===== src/rtl/uart_transmitter_if.sv =====
// Write-side bus and FIFO status of the UART transmitter: the host drives writes/flush, the transmitter reports status.
interface uart_transmitter_if;
  logic       tx_fifo_we;
  logic [7:0] tx_data;
  logic       tx_fifo_clr;
  logic       tx_busy;
  logic [4:0] tx_fifo_count;
  logic       tx_fifo_empty;
  logic       tx_fifo_full;

  modport master (
    output tx_fifo_we, tx_data, tx_fifo_clr,
    input  tx_busy, tx_fifo_count, tx_fifo_empty, tx_fifo_full
  );

  modport slave (
    input  tx_fifo_we, tx_data, tx_fifo_clr,
    output tx_busy, tx_fifo_count, tx_fifo_empty, tx_fifo_full
  );
endinterface


===== src/rtl/uart_transmitter.sv =====
// 16550-style UART transmitter: write buffer, 16x-oversampled serialiser with parity, stop length and break.
// UART_TX_FIFO_EN selects the 16-entry FIFO; otherwise a single holding register buffers one byte.
module uart_transmitter (
  input  logic                PCLK,
  input  logic                PRESET,
  uart_transmitter_if.slave   bus,
  input  logic                tx_enable,
  input  logic [7:0]          LCR,
  input  logic                loopback,
  output logic                txd,
  output logic                lb_txd
);

  typedef enum logic [2:0] {IDLE, START, DATA, PARITY, STOP} state_t;

  state_t     r_state, w_state_nxt;
  logic [3:0] r_tick, w_tick_nxt;
  logic [2:0] r_bit, w_bit_nxt;
  logic       r_stop2, w_stop2_nxt;
  logic [7:0] r_data;
  logic [1:0] r_wls;
  logic       r_pen, r_stb, r_par;
  logic       w_pop, w_load, w_push, w_nempty, w_last, w_tick_end, w_serial;
  logic [7:0] w_head, w_dmask;
  logic       w_unused;

  assign w_unused = LCR[7];
  assign w_push   = bus.tx_fifo_we && (!bus.tx_fifo_full || w_pop);

`ifdef UART_TX_FIFO_EN
  logic [7:0] r_mem [16];
  logic [3:0] r_wptr, r_rptr;
  logic [4:0] r_cnt;

  assign w_head            = r_mem[r_rptr];
  assign bus.tx_fifo_count = r_cnt;
  assign bus.tx_fifo_full  = (r_cnt == 5'd16);

  always_ff @(posedge PCLK) begin
    if (w_push) r_mem[r_wptr] <= bus.tx_data;
  end

  // Flush wins over a simultaneous write; a byte popped in the same cycle is already latched by the FSM.
  always_ff @(posedge PCLK) begin
    if (PRESET || bus.tx_fifo_clr) begin
      r_wptr <= 4'd0;
      r_rptr <= 4'd0;
      r_cnt  <= 5'd0;
    end else begin
      if (w_push) r_wptr <= r_wptr + 4'd1;
      if (w_pop)  r_rptr <= r_rptr + 4'd1;
      case ({w_push, w_pop})
        2'b10:   r_cnt <= r_cnt + 5'd1;
        2'b01:   r_cnt <= r_cnt - 5'd1;
        default: r_cnt <= r_cnt;
      endcase
    end
  end
`else
  logic [7:0] r_hold;
  logic       r_full;

  assign w_head            = r_hold;
  assign bus.tx_fifo_count = {4'd0, r_full};
  assign bus.tx_fifo_full  = r_full;

  always_ff @(posedge PCLK) begin
    if (w_push) r_hold <= bus.tx_data;
  end

  always_ff @(posedge PCLK) begin
    if (PRESET || bus.tx_fifo_clr) r_full <= 1'b0;
    else if (w_push)               r_full <= 1'b1;
    else if (w_pop)                r_full <= 1'b0;
  end
`endif

  assign bus.tx_fifo_empty = (bus.tx_fifo_count == 5'd0);
  assign w_nempty          = !bus.tx_fifo_empty;
  assign bus.tx_busy       = (r_state != IDLE);

  assign w_last     = (r_bit == ({1'b0, r_wls} + 3'd4));
  assign w_tick_end = tx_enable && (r_tick == 4'd15);
  assign w_dmask    = w_head & (8'hFF >> (2'd3 - LCR[1:0]));

  always_comb begin
    w_state_nxt = r_state;
    w_tick_nxt  = tx_enable ? r_tick + 4'd1 : r_tick;
    w_bit_nxt   = r_bit;
    w_stop2_nxt = r_stop2;
    w_pop       = 1'b0;
    w_load      = 1'b0;
    case (r_state)
      IDLE: begin
        w_tick_nxt = 4'd0;
        if (tx_enable && w_nempty) begin
          w_pop       = 1'b1;
          w_load      = 1'b1;
          w_state_nxt = START;
        end
      end
      START: begin
        if (w_tick_end) begin
          w_bit_nxt   = 3'd0;
          w_state_nxt = DATA;
        end
      end
      DATA: begin
        if (w_tick_end) begin
          if (w_last) w_state_nxt = r_pen ? PARITY : STOP;
          else        w_bit_nxt   = r_bit + 3'd1;
        end
      end
      PARITY: begin
        if (w_tick_end) w_state_nxt = STOP;
      end
      STOP: begin
        // Long stop = 16 ticks plus a second phase of 16, or 8 for 5-bit words (1.5 bits).
        if (tx_enable && ((r_stop2 && r_wls == 2'd0 && r_tick == 4'd7) ||
                          (r_tick == 4'd15 && !(r_stb && !r_stop2)))) begin
          w_tick_nxt  = 4'd0;
          w_stop2_nxt = 1'b0;
          if (w_nempty) begin
            w_pop       = 1'b1;
            w_load      = 1'b1;
            w_state_nxt = START;
          end else begin
            w_state_nxt = IDLE;
          end
        end else if (w_tick_end) begin
          w_stop2_nxt = 1'b1;
        end
      end
      default: w_state_nxt = IDLE;
    endcase
  end

  always_ff @(posedge PCLK) begin
    if (PRESET) begin
      r_state <= IDLE;
      r_tick  <= 4'd0;
      r_bit   <= 3'd0;
      r_stop2 <= 1'b0;
    end else begin
      r_state <= w_state_nxt;
      r_tick  <= w_tick_nxt;
      r_bit   <= w_bit_nxt;
      r_stop2 <= w_stop2_nxt;
    end
  end

  always_ff @(posedge PCLK) begin
    if (w_load) begin
      r_data <= w_head;
      r_wls  <= LCR[1:0];
      r_stb  <= LCR[2];
      r_pen  <= LCR[3];
      r_par  <= LCR[5] ? ~LCR[4] : (LCR[4] ? ^w_dmask : ~^w_dmask);
    end
  end

  always_comb begin
    w_serial = 1'b1;
    case (r_state)
      START:   w_serial = 1'b0;
      DATA:    w_serial = r_data[r_bit];
      PARITY:  w_serial = r_par;
      default: w_serial = 1'b1;
    endcase
  end

  // Break is applied live to the pin only; the loopback path always sees the real frame.
  assign lb_txd = w_serial;
  assign txd    = loopback ? 1'b1 : (LCR[6] ? 1'b0 : w_serial);

endmodule


===== src/flat_wrapper.sv =====
// flat-port wrapper written by rule: the top's interface ports become plain ports
module uart_transmitter_flat 
  (PCLK, PRESET, tx_enable, LCR, loopback, txd, lb_txd, bus_tx_fifo_we, bus_tx_data, bus_tx_fifo_clr, bus_tx_busy, bus_tx_fifo_count, bus_tx_fifo_empty, bus_tx_fifo_full);
  uart_transmitter_if bus_i ();
  input  logic PCLK;
  input  logic PRESET;
  input  logic tx_enable;
  input  logic [7:0] LCR;
  input  logic loopback;
  output logic txd;
  output logic lb_txd;
  input wire logic [$bits(bus_i.tx_fifo_we)-1:0] bus_tx_fifo_we;
  input wire logic [$bits(bus_i.tx_data)-1:0] bus_tx_data;
  input wire logic [$bits(bus_i.tx_fifo_clr)-1:0] bus_tx_fifo_clr;
  output wire logic [$bits(bus_i.tx_busy)-1:0] bus_tx_busy;
  output wire logic [$bits(bus_i.tx_fifo_count)-1:0] bus_tx_fifo_count;
  output wire logic [$bits(bus_i.tx_fifo_empty)-1:0] bus_tx_fifo_empty;
  output wire logic [$bits(bus_i.tx_fifo_full)-1:0] bus_tx_fifo_full;
  assign bus_i.tx_fifo_we = bus_tx_fifo_we;
  assign bus_i.tx_data = bus_tx_data;
  assign bus_i.tx_fifo_clr = bus_tx_fifo_clr;
  assign bus_tx_busy = bus_i.tx_busy;
  assign bus_tx_fifo_count = bus_i.tx_fifo_count;
  assign bus_tx_fifo_empty = bus_i.tx_fifo_empty;
  assign bus_tx_fifo_full = bus_i.tx_fifo_full;
  uart_transmitter u_core (.PCLK(PCLK), .PRESET(PRESET), .bus(bus_i), .tx_enable(tx_enable), .LCR(LCR), .loopback(loopback), .txd(txd), .lb_txd(lb_txd));
endmodule

===== config.mk =====
export PLATFORM = sky130hd
export DESIGN_NAME = uart_transmitter_flat
export DESIGN_NICKNAME = d
export VERILOG_FILES = /design/src/rtl/uart_transmitter_if.sv /design/src/rtl/uart_transmitter.sv /design/src/flat_wrapper.sv
export SDC_FILE = /design/constraint.sdc
export NUM_CORES = 1
export LEC_CHECK = 0
export BUFFER_PORTS_ARGS = -buffer_cell sky130_fd_sc_hd__buf_2
export CORE_AREA = 3 3 76 57
export CTS_CLUSTER_SIZE = 20
export DETAILED_ROUTE_END_ITERATION = 10
export DIE_AREA = 0 0 79 60
export GPL_TIMING_DRIVEN = 0
export PLACE_DENSITY_LB_ADDON = 0.05
export SETUP_SLACK_MARGIN = 0.3
export SYNTH_ARGS = -nofsm -noshare
export SYNTH_HDL_FRONTEND = slang
export SYNTH_SLANG_ARGS = --single-unit
export TNS_END_PERCENT = 10

===== constraint.sdc =====
create_clock -name PCLK -period 5.38 [get_ports PCLK]
set_clock_uncertainty 0.15 [all_clocks]
set_input_delay 0.807 -clock PCLK [delete_from_list [all_inputs] [get_ports PCLK]]
set_output_delay 0.807 -clock PCLK [all_outputs]
set_load 0.02 [all_outputs]

==> load_flow_metrics.sql, run 1 <==
INSERT INTO impl_metrics (metric_group, metric, value, unit) VALUES
('clocking', 'post_cts_buffers', '0', ''),
('clocking', 'deepest_clock_path_buffer_count', '2', ''),
('placed_design', 'postPlaceCellArea', '1780', 'sq um'),
('worst_hold_path', 'min_path_type', 'reg -> reg', ''),
('floorplan', 'die-height', '60', 'microns'),
('placed_design', 'gpl.final_weighted_congestion', '0.734', ''),
('final_layout', 'drive_above_1_share', '0.233', ''),
('timing', 'final-hold-violation-count', '0', ''),
('global_routing', 'largest_net_degree_at_the_start_of_global_routing', '14', ''),
('power', 'share_clk_of_total_power', '0.411', ''),
('power', 'p_int', '0.434', 'mW'),
('timing', 'slew_headroom', '0.260', ''),
('critical_path', 'slowest_delay', '0.89', 'ns'),
('logic_synthesis', 'cell_type_with_the_highest_aggregate_area_in_the_netlist', 'edfxtp_1', ''),
('clocking', 'clock_sink_count', '33', ''),
('placed_design', 'place.port_buffers', '24', ''),
('logic_synthesis', 'mappedNetlistArea', '1580', 'sq um'),
('logic_synthesis', 'yosys.cell_types.count', '40', ''),
('power', 'cellLeakagePower', '0.702', 'nW'),
('routing', 'drc', '0', ''),
('power', 'power.switching_fraction', '0.209', ''),
('routing', 'vias_per_cell', '4.94', ''),
('timing', 'final.period_utilization', '0.557', ''),
('critical_path', 'worst_setup_path_start_kind', 'input port', ''),
('global_routing', 'grt_pass1_vias', '1052', ''),
('final_layout', 'area_growth', '19.1', '%'),
('timing', 'grt_setup_unrepaired', 'no', ''),
('logic_synthesis', 'muxShareOfSynthArea', '0.0419', ''),
('critical_path', 'crit_path_max_fanout', '13', ''),
('routing', 'routed_wl', '2.89', 'mm'),
('critical_path', 'timing.critical_path.slowest_stage_cell', 'nor2_1', ''),
('clocking', 'postCtsHoldBufs', '0', ''),
('power', 'power_density', '291', 'nW/um^2'),
('logic_synthesis', 'synth-edff-count', '21', ''),
('timing', 'minimum_clock_period_after_layout', '3.00', 'ns'),
('logic_synthesis', 'most_used_flip_flop_cell_after_synthesis', 'edfxtp_1', ''),
('placed_design', 'detailed_place_hpwl', '2.22', 'mm'),
('clocking', 'cts_tree', 'done', ''),
('logic_synthesis', 'seq_total_area_yosys', '0.550', ''),
('floorplan', 'dieArea', '4740', 'sq um'),
('outcome', 'status', 'complete, no violations', ''),
('logic_synthesis', 'synth_warnings', '0', ''),
('logic_synthesis', 'ys_ff_latch', '33', ''),
('timing', 'report.final.slew_viol_count', '0', ''),
('final_layout', 'mostFrequentLayoutCells', '26 x buf_2, 21 x edfxtp_1, 12 x dfxtp_1', ''),
('logic_synthesis', 'post-synth-top-area-fraction', '0.398', ''),
('power', 'ir_worst_vdd', '186', 'uV'),
('floorplan', 'dieWidth', '79', 'microns'),
('logic_synthesis', 'synth_compound_gate_area_share', '0.133', ''),
('critical_path', 'crit_required', '5.13', 'ns'),
('final_layout', 'final_net_count', '199', ''),
('routing', 'total_iterations_of_the_first_detailed_routing_run', '4', ''),
('logic_synthesis', 'post_synth_fa_ha_maj_area_fraction', '0.0158', ''),
('floorplan', 'floorplan.initialDensity', '0.445', ''),
('placed_design', 'dpl.cell_count', '218', ''),
('power', 'p_total', '0.549', 'mW'),
('clocking', 'cts.repair.resized', '0', ''),
('critical_path', 'wp_data_arrival', '2.74', 'ns'),
('logic_synthesis', 'dominant_combinational_cell_family_by_area_after_synthesis', 'simple AND/OR/NAND/NOR gates', ''),
('global_routing', 'globalRouteTotalUtil', '0.136', ''),
('floorplan', 'ios', '32', ''),
('logic_synthesis', 'yosys.area_share.xor_xnor', '0.0640', ''),
('timing', 'fmaxAchievable', '334', 'MHz'),
('logic_synthesis', 'ys_top_cells_by_area', 'edfxtp_1 40%, dfxtp_1 15%, a21oi_1 2.8%', ''),
('floorplan', 'placeableCoreArea', '3560', 'sq um'),
('final_layout', 'diodes', '0', ''),
('power', 'pwr-share-seq', '0.513', ''),
('power', 'comb_power_frac', '0.076', ''),
('logic_synthesis', 'synthArstFlopShare', '0', ''),
('final_layout', 'finalInstanceArea', '1880', 'sq um'),
('critical_path', 'timing.critical_path.max_delay_family', 'simple AND/OR/NAND/NOR gates', '');
## layer usage
metal	GRT usage	vias up	wire (microns)
li1	-	569	-
met1	0.184	515	1460
met2	0.200	27	1230
met3	0.0527	5	172
met4	0.0441	0	33
met5	0	-	0
## cell families (layout without fill, tap and decap cells)
| kind of cell | Yosys count | in the layout |
|---|---|---|
| XOR/XNOR | 10 | 10 |
| AO/OA/AOI/OAI | 31 | 31 |
| flip-flops | 33 | 33 |
| other | 1 | 4 |
| buffers and inverters | 17 | 49 |
| AND/OR/NAND/NOR | 42 | 42 |
| adder cells (fa/ha/maj) | 2 | 2 |
| multiplexers | 5 | 5 |
## power by group through the flow
stage / combinational [mW] / sequential (mW) / clock, mW
2_1_floorplan: 0.0290 / 0.286 / 0
3_3_place_gp: 0.0411 / 0.287 / 0
3_5_place_dp: 0.0420 / 0.287 / 0
4_1_cts: 0.0421 / 0.282 / 0.232
5_1_grt: 0.0454 / 0.282 / 0.248
6_report: 0.0417 / 0.281 / 0.226
## flip-flops by register name (all words and copies together) (netlist names)
signal,cells
u_core.r_bit,3
u_core.r_data,8
u_core.r_stop2,1
u_core.r_hold,8
u_core.bus.tx_fifo_full,1
u_core.r_state,3
u_core.r_tick,4
u_core.r_wls,2
u_core.r_pen,1
u_core.r_par,1
u_core.r_stb,1
## path summary, 6_finish.rpt
kind | start | endpoint | slack, ns | cells after the start
worst max register to register | u_core.r_tick[0] | u_core.r_data[2] | 2.53 | 5
worst min-delay path | u_core.r_hold[0] | u_core.r_data[0] | 0.31 | 0
worst max-delay path | tx_enable | u_core.r_data[2] | 2.38 | 5
worst min register to register | u_core.r_hold[0] | u_core.r_data[0] | 0.31 | 0
## area by class of cell
type / instances / area [sq um]
clock inverters: 2 / 35.0
multi-input cells: 94 / 638
well taps: 50 / 62.6
clock buffers: 6 / 72.6
plain buffers: 10 / 58.8
flip-flops and latches: 33 / 871
fillers: 343 / 1670
inverters: 7 / 26.3
repair buffers: 24 / 120
## synthesized netlist by cell type (all sizes together), types with 2 or more instances
cell type / number
or3: 2
dfxtp: 12
inv: 7
nor2: 11
ha: 2
o21ai: 6
nand3: 4
or3b: 3
o2111ai: 2
nor3: 2
clkbuf: 3
and2: 2
xor2: 4
a31oi: 2
a21oi: 9
nand2: 7
nor2b: 2
nand2b: 2
nand4: 2
and3: 2
edfxtp: 21
a21o: 3
xnor2: 5
mux2i: 4
o211ai: 4
buf: 7
## worst register-to-register path, delay by kind of cell, from the launching register on
kind                       cells  cell delay [ns]
adders and majority gates      1             0.21
and+or+nand+nor                2             1.21
AOI/OAI and AO/OA              2             0.53
DFF                            1             0.37
## through the flow
step           setup slack [ns]  hold slack, ns
2_1_floorplan              2.63           0.278
3_3_place_gp               2.20           0.290
3_5_place_dp               2.11           0.297
4_1_cts                    2.40           0.314
5_1_grt                    2.25           0.340
6_report                   2.38           0.314
Note: power is estimated with default switching activity, not from simulation.
==> run 2, diff against run 1 <==
==> constraint.sdc (replaced) <==
create_clock -name PCLK -period 3 [get_ports PCLK]
set_clock_uncertainty 0.15 [all_clocks]
set_input_delay 0.45 -clock PCLK [delete_from_list [all_inputs] [get_ports PCLK]]
set_output_delay 0.45 -clock PCLK [all_outputs]
set_load 0.02 [all_outputs]
==> run 2 against run 1 <==
Against the previous run: final area grew 0.33%; count of clock-buffer cells in the layout unchanged; first-iteration DRC count shrank 11%; die area stayed put; combinational power rose by 81%; sequential cell count did not move; cell count is the same; critical path type is now reg -> reg.
==> load_flow_metrics.sql, run 2 (synthesized netlist as in run 1, its figures left out) <==
INSERT INTO impl_metrics (metric_group, metric, value, unit) VALUES
('outcome', 'status', 'complete, no violations', ''),
('routing', 'vias_per_cell', '4.96', ''),
('clocking', 'worst_skew_pair.late_latency', '0.28', 'ns'),
('floorplan', 'num_rows', '18', ''),
('flow_run', 'max-cap-violations', '0', ''),
('timing', 'finalSetupTns', '0', 'ns'),
('critical_path', 'slowest_delay', '0.59', 'ns'),
('clocking', 'htree_num_levels', '2', ''),
('final_layout', 'multi_input_area', '644', 'sq um'),
('final_layout', 'area_growth', '19.4', '%'),
('timing', 'worst-slew-pin-transition', '0.674', 'ns'),
('routing', 'top_layer_used', 'met4', ''),
('worst_hold_path', 'hold_path_startpoint', 'bus_tx_fifo_clr', ''),
('clocking', 'postCtsHoldBufs', '0', ''),
('global_routing', 'residual_overflow_from_global_routing', '0', ''),
('global_routing', 'grt_pass1_vias', '1054', ''),
('timing', 'minimum_clock_period_after_layout', '2.57', 'ns'),
('routing', 'detailroute.wirelength.met2', '1.21', 'mm'),
('power', 'pwr-share-seq', '0.512', ''),
('critical_path', 'critical_path.cell_chain', 'ha_1 > nand4_1 > o221ai_1 > o211ai_1 > nor2_2', ''),
('timing', 'grt_setup_unrepaired', 'yes', ''),
('critical_path', 'cp.buffers_inverters', '0', ''),
('critical_path', 'worst_setup_path_start_kind', 'flop', ''),
('global_routing', 'globalRouteTotalUtil', '0.136', ''),
('critical_path', 'wp_data_arrival', '2.33', 'ns'),
('final_layout', 'layout_commonest_cell', 'buf_2', ''),
('timing', 'finalSetupViolations', '0', ''),
('critical_path', 'timing.setup.critical_path_class', 'reg -> reg', ''),
('power', 'power.switching_fraction', '0.209', ''),
('critical_path', 'crit_path_max_fanout', '13', ''),
('final_layout', 'seq_area', '871', 'sq um'),
('worst_hold_path', 'hold-path-cell-count', '2', ''),
('routing', 'm1_wire_length', '1.44', 'mm'),
('clocking', 'post_cts_buffers', '0', ''),
('power', 'power_density', '521', 'nW/um^2'),
('power', 'cellLeakagePower', '0.702', 'nW'),
('routing', 'met3RoutedLength', '175', 'microns'),
('clocking', 'cts-root-buf', 'clkbuf_8', ''),
('floorplan', 'placeableCoreArea', '3560', 'sq um'),
('routing', 'total_iterations_of_the_first_detailed_routing_run', '4', ''),
('timing', 'slew_headroom', '0.550', ''),
('power', 'p_total', '0.986', 'mW'),
('floorplan', 'dieArea', '4740', 'sq um'),
('timing', 'final-hold-violation-count', '0', ''),
('critical_path', 'setup.worst_path.start', 'u_core.r_tick[0]', ''),
('timing', 'fmaxAchievable', '389', 'MHz'),
('critical_path', 'timing.critical_path.slowest_stage_cell', 'nor2_2', ''),
('power', 'p_sw', '0.206', 'mW'),
('clocking', 'clock_sink_count', '33', ''),
('global_routing', 'grt_pass1_wl', '4.83', 'mm'),
('placed_design', 'dpl.cell_count', '218', ''),
('clocking', 'clk_pin_slew', '0.07', 'ns'),
('final_layout', 'drive_above_1_share', '0.244', ''),
('critical_path', 'crit-reg2reg-launch', 'u_core.r_tick[0]', ''),
('routing', 'route.detailed.wl_per_inst', '12.7', 'microns'),
('floorplan', 'floorplan.initialDensity', '0.445', ''),
('critical_path', 'endpoint_kind', 'flop', ''),
('final_layout', 'finalInstanceArea', '1890', 'sq um'),
('critical_path', 'timing.critical_path.max_delay_family', 'simple AND/OR/NAND/NOR gates', ''),
('placed_design', 'detailed_place_hpwl', '2.22', 'mm'),
('routing', 'drtAntennaViolNets', '0', ''),
('routing', 'routed_wl', '2.86', 'mm'),
('routing', 'drc', '0', ''),
('placed_design', 'place.port_buffers', '24', ''),
('timing', 'report.final.slew_viol_count', '0', ''),
('power', 'share_clk_of_total_power', '0.411', ''),
('clocking', 'deepest_clock_path_buffer_count', '2', ''),
('placed_design', 'gpl.final_weighted_congestion', '0.734', ''),
('critical_path', 'crit_required', '2.76', 'ns'),
('global_routing', 'largest_net_degree_at_the_start_of_global_routing', '14', ''),
('power', 'comb_power_frac', '0.077', ''),
('final_layout', 'n_fill_cell', '340', ''),
('critical_path', 'worst_r2r_path_depth', '5', ''),
('final_layout', 'final_net_count', '199', ''),
('floorplan', 'die-height', '60', 'microns'),
('floorplan', 'dieWidth', '79', 'microns'),
('critical_path', 'cp_num_cells', '5', ''),
('final_layout', 'reg.largest.list', 'u_core.r_data x8, u_core.r_hold x8, u_core.r_tick x4', ''),
('clocking', 'number_of_buffers_created_by_cts', '5', ''),
('global_routing', 'grt_antenna_before_repair', '0', ''),
('final_layout', 'mostFrequentLayoutCells', '26 x buf_2, 21 x edfxtp_1, 12 x dfxtp_1', ''),
('final_layout', 'fin_cells', '226', ''),
('power', 'p_int', '0.779', 'mW'),
('floorplan', 'ios', '32', ''),
('placed_design', 'postPlaceCellArea', '1780', 'sq um'),
('clocking', 'cts.repair.resized', '1', ''),
('final_layout', 'diodes', '0', ''),
('worst_hold_path', 'min_path_type', 'in -> reg', ''),
('power', 'ir_worst_vdd', '333', 'uV'),
('clocking', 'cts_tree', 'done', ''),
('timing', 'final.period_utilization', '0.856', ''),
('routing', 'dr_total_vias', '1120', ''),
('routing', 'initialDrtViolationCount', '40', '');
## run 2: path summary, 6_finish.rpt
check	to	slack, ns
max	u_core.r_data[2]	0.43
min	u_core.bus.tx_fifo_full	0.18
max reg2reg	u_core.r_data[2]	0.43
min reg2reg	u_core.r_data[0]	0.31
## run 2: metal layers
metal  up-vias  track usage
met5         -            0
met4         0       0.0441
met3         5       0.0527
met2        30        0.201
met1       515        0.185
li1        570            -
## run 2: worst register-to-register path, stage by stage, from the launching register on
cell and delay [ns]:
dfxtp_1 0.37, ha_1 0.21, nand4_1 0.31, o221ai_1 0.33, o211ai_1 0.23, nor2_2 0.59
## run 2: power by group through the flow
stage | sequential [mW] | combinational, mW | clock [mW]
after floorplan | 0.513 | 0.0519 | 0
after global placement | 0.514 | 0.0737 | 0
after detailed placement | 0.515 | 0.0753 | 0
after CTS | 0.505 | 0.0759 | 0.415
after global routing | 0.506 | 0.0823 | 0.444
final | 0.505 | 0.0756 | 0.405
## run 2: per-stage QoR
stage / hold WS (ns) / util / setup slack, ns
floorplan: 0.278 / - / 0.606
global placement: 0.290 / 0.499 / 0.177
detailed placement: 0.297 / 0.499 / 0.0844
CTS: 0.177 / 0.530 / 0.384
global route: 0.167 / 0.531 / 0.245
finish: 0.179 / 0.531 / 0.431
## run 2: cell type report
cell class                      count  share of cell area
Inverter                            7              0.0139
Timing Repair Buffer               24              0.0635
Buffer                             10              0.0311
Clock inverter                      2              0.0185
Clock buffer                        6              0.0384
Sequential cell                    33               0.461
Tap cell                           50              0.0331
Multi-Input combinational cell     94               0.341
==> run 3, diff against run 2 <==
--- a/config.mk
+++ b/config.mk
@@ -6,10 +6,12 @@
 export NUM_CORES = 1
 export LEC_CHECK = 0
 export BUFFER_PORTS_ARGS = -buffer_cell sky130_fd_sc_hd__buf_2
-export CORE_AREA = 3 3 76 57
+export CELL_PAD_IN_SITES_DETAIL_PLACEMENT = 1
+export CELL_PAD_IN_SITES_GLOBAL_PLACEMENT = 2
+export CORE_AREA = 3 3 86 64
 export CTS_CLUSTER_SIZE = 20
 export DETAILED_ROUTE_END_ITERATION = 10
-export DIE_AREA = 0 0 79 60
+export DIE_AREA = 0 0 89 67
 export GPL_TIMING_DRIVEN = 0
 export PLACE_DENSITY_LB_ADDON = 0.05
 export SETUP_SLACK_MARGIN = 0.3
==> run 3 against run 2 <==
Against the previous run: via count rose by 1.3%; core utilization fell by 12 points; routed wire length rose by 20%; critical path type is now reg -> out; largest cell class unchanged.
==> load_flow_metrics.sql, run 3 (synthesized netlist as in run 1, its figures left out) <==
INSERT INTO impl_metrics (metric_group, metric, value, unit) VALUES
('power', 'cellLeakagePower', '0.707', 'nW'),
('clocking', 'postCtsHoldBufs', '0', ''),
('clocking', 'clk_pin_slew', '0.07', 'ns'),
('clocking', 'number_of_buffers_created_by_cts', '5', ''),
('critical_path', 'worstSetupEndpoint', 'txd', ''),
('routing', 'dr_total_vias', '1135', ''),
('timing', 'slew_headroom', '0.606', ''),
('critical_path', 'timing.setup.critical_path_class', 'reg -> out', ''),
('routing', 'drtAntennaViolNets', '0', ''),
('floorplan', 'ios', '32', ''),
('global_routing', 'grt_antenna_before_repair', '0', ''),
('timing', 'finalSetupTns', '0', 'ns'),
('routing', 'route.detailed.wl_per_inst', '14.7', 'microns'),
('critical_path', 'crit-reg2reg-launch', 'u_core.r_tick[0]', ''),
('critical_path', 'worst-r2r-setup-slack', '0.50', 'ns'),
('global_routing', 'grt_pass1_vias', '1151', ''),
('routing', 'routed_wl', '3.44', 'mm'),
('clocking', 'post_cts_buffers', '0', ''),
('timing', 'final-hold-violation-count', '0', ''),
('placed_design', 'detailed_place_hpwl', '2.65', 'mm'),
('power', 'power_density', '526', 'nW/um^2'),
('outcome', 'status', 'complete, no violations', ''),
('clocking', 'worst_skew_pair.late_latency', '0.29', 'ns'),
('critical_path', 'wp_data_arrival', '1.95', 'ns'),
('timing', 'final.period_utilization', '0.849', ''),
('final_layout', 'diodes', '0', ''),
('global_routing', 'largest_net_degree_at_the_start_of_global_routing', '14', ''),
('timing', 'grt_setup_unrepaired', 'yes', ''),
('timing', 'minimum_clock_period_after_layout', '2.55', 'ns'),
('worst_hold_path', 'hold_path_startpoint', 'bus_tx_fifo_clr', ''),
('placed_design', 'place.port_buffers', '24', ''),
('final_layout', 'n_fill_cell', '546', ''),
('floorplan', 'die-height', '67', 'microns'),
('clocking', 'clock_sink_count', '33', ''),
('floorplan', 'num_rows', '21', ''),
('placed_design', 'gpl.final_weighted_congestion', '0.759', ''),
('clocking', 'cts_tree', 'done', ''),
('final_layout', 'area_growth', '21.3', '%'),
('final_layout', 'mostFrequentLayoutCells', '26 x buf_2, 21 x edfxtp_1, 12 x dfxtp_1', ''),
('final_layout', 'drive_above_1_share', '0.250', ''),
('clocking', 'cts.repair.resized', '1', ''),
('critical_path', 'setup.worst_path.start', 'u_core.r_state[0]', ''),
('timing', 'worst_hold_slack', '0.172', 'ns'),
('clocking', 'deepest_clock_path_buffer_count', '2', ''),
('critical_path', 'crit_path_max_fanout', '10', ''),
('final_layout', 'finalCoreUtilization', '0.408', ''),
('clocking', 'htree_num_levels', '2', ''),
('routing', 'vias_per_cell', '4.87', ''),
('critical_path', 'worst_setup_path_start_kind', 'flop', ''),
('global_routing', 'grt_pass1_wl', '5.52', 'mm'),
('timing', 'fmaxAchievable', '393', 'MHz'),
('power', 'ir_worst_vdd', '281', 'uV'),
('final_layout', 'final_net_count', '199', ''),
('floorplan', 'floorplan.initialDensity', '0.337', ''),
('routing', 'drc', '0', ''),
('floorplan', 'dieArea', '5960', 'sq um'),
('floorplan', 'placeableCoreArea', '4700', 'sq um'),
('final_layout', 'layout_commonest_cell', 'buf_2', ''),
('clocking', 'cts-root-buf', 'clkbuf_8', ''),
('timing', 'worst-slew-pin-transition', '0.588', 'ns'),
('global_routing', 'globalRouteTotalUtil', '0.128', ''),
('worst_hold_path', 'min_path_type', 'in -> reg', ''),
('timing', 'report.final.slew_viol_count', '0', ''),
('timing', 'finalSetupViolations', '0', ''),
('routing', 'initialDrtViolationCount', '41', ''),
('critical_path', 'r2r_end', 'u_core.r_par', ''),
('critical_path', 'endpoint_kind', 'output port', ''),
('critical_path', 'worst_r2r_path_depth', '5', ''),
('routing', 'total_iterations_of_the_first_detailed_routing_run', '4', ''),
('floorplan', 'dieWidth', '89', 'microns'),
('critical_path', 'crit_required', '2.40', 'ns'),
('final_layout', 'reg.largest.list', 'u_core.r_data x8, u_core.r_hold x8, u_core.r_tick x4', ''),
('global_routing', 'residual_overflow_from_global_routing', '0', ''),
('flow_run', 'max-cap-violations', '0', '');
==> run 3: cell count changes in the layout (fill, tap and decap cells not counted) <==
cell	delta
a21boi_2	-1
a21boi_4	+1
clkbuf_1	-1
clkinv_2	-1
clkinv_4	+1
clkinvlp_4	+1
nor2_2	-1
nor2_4	+1
==> run 3: worst min-delay path by stage <==
stage | endpoint | cells past startpoint
final | u_core.bus.tx_fifo_full | 2
after global routing | u_core.bus.tx_fifo_full | 2
after CTS | u_core.bus.tx_fifo_full | 2
after detailed placement | u_core.r_data[4] | 0
after global placement | u_core.r_data[0] | 0
after floorplan | u_core.r_data[0] | 0
==> run 3: worst max-delay path, stage by stage, from the launching register on <==
cell and delay (ns):
dfxtp_1 0.30, clkbuf_1 0.21, or3b_1 0.47, a31oi_1 0.18, nand2_1 0.07, o21ai_1 0.15, a21o_1 0.13, buf_2 0.15
==> run 3: layer usage <==
layer | vias to the layer above | GRT usage | part of all wire
met3 | 6 | 0.0383 | 0.050
met4 | 0 | 0.0613 | 0.017
li1 | 572 | - | -
met5 | - | 0 | 0
met2 | 32 | 0.194 | 0.44
met1 | 525 | 0.167 | 0.49
==> run 3: area by class of cell <==
class	instances	area (sq um)	area share
Sequential cell	33	871	0.454
Clock buffer	5	68.8	0.0359
Clock inverter	3	46.3	0.0241
Buffer	10	58.8	0.0306
Timing Repair Buffer	24	120	0.0626
Tap cell	57	71.3	0.0372
Inverter	7	26.3	0.0137
Multi-Input combinational cell	94	657	0.342
==> run 3: report_power, final <==
part / total (mW) / leakage (nW) / switching, mW / internal (mW)
sequential: 0.505 / 0.293 / 0.00871 / 0.497
combinational: 0.0796 / 0.360 / 0.0428 / 0.0368
clock: 0.424 / 0.0543 / 0.176 / 0.249
==> run 3: per-stage QoR <==
step                      area, sq um  power (mW)  worst slack (ns)  std cells
after floorplan                  1590       0.565             0.606        144
after global routing             1920        1.05             0.272        233
after detailed placement         1790       0.593            0.0305        225
after CTS                        1900        1.02             0.293        233
final                            1920        1.01             0.453        233
after global placement           1790       0.590             0.139        225
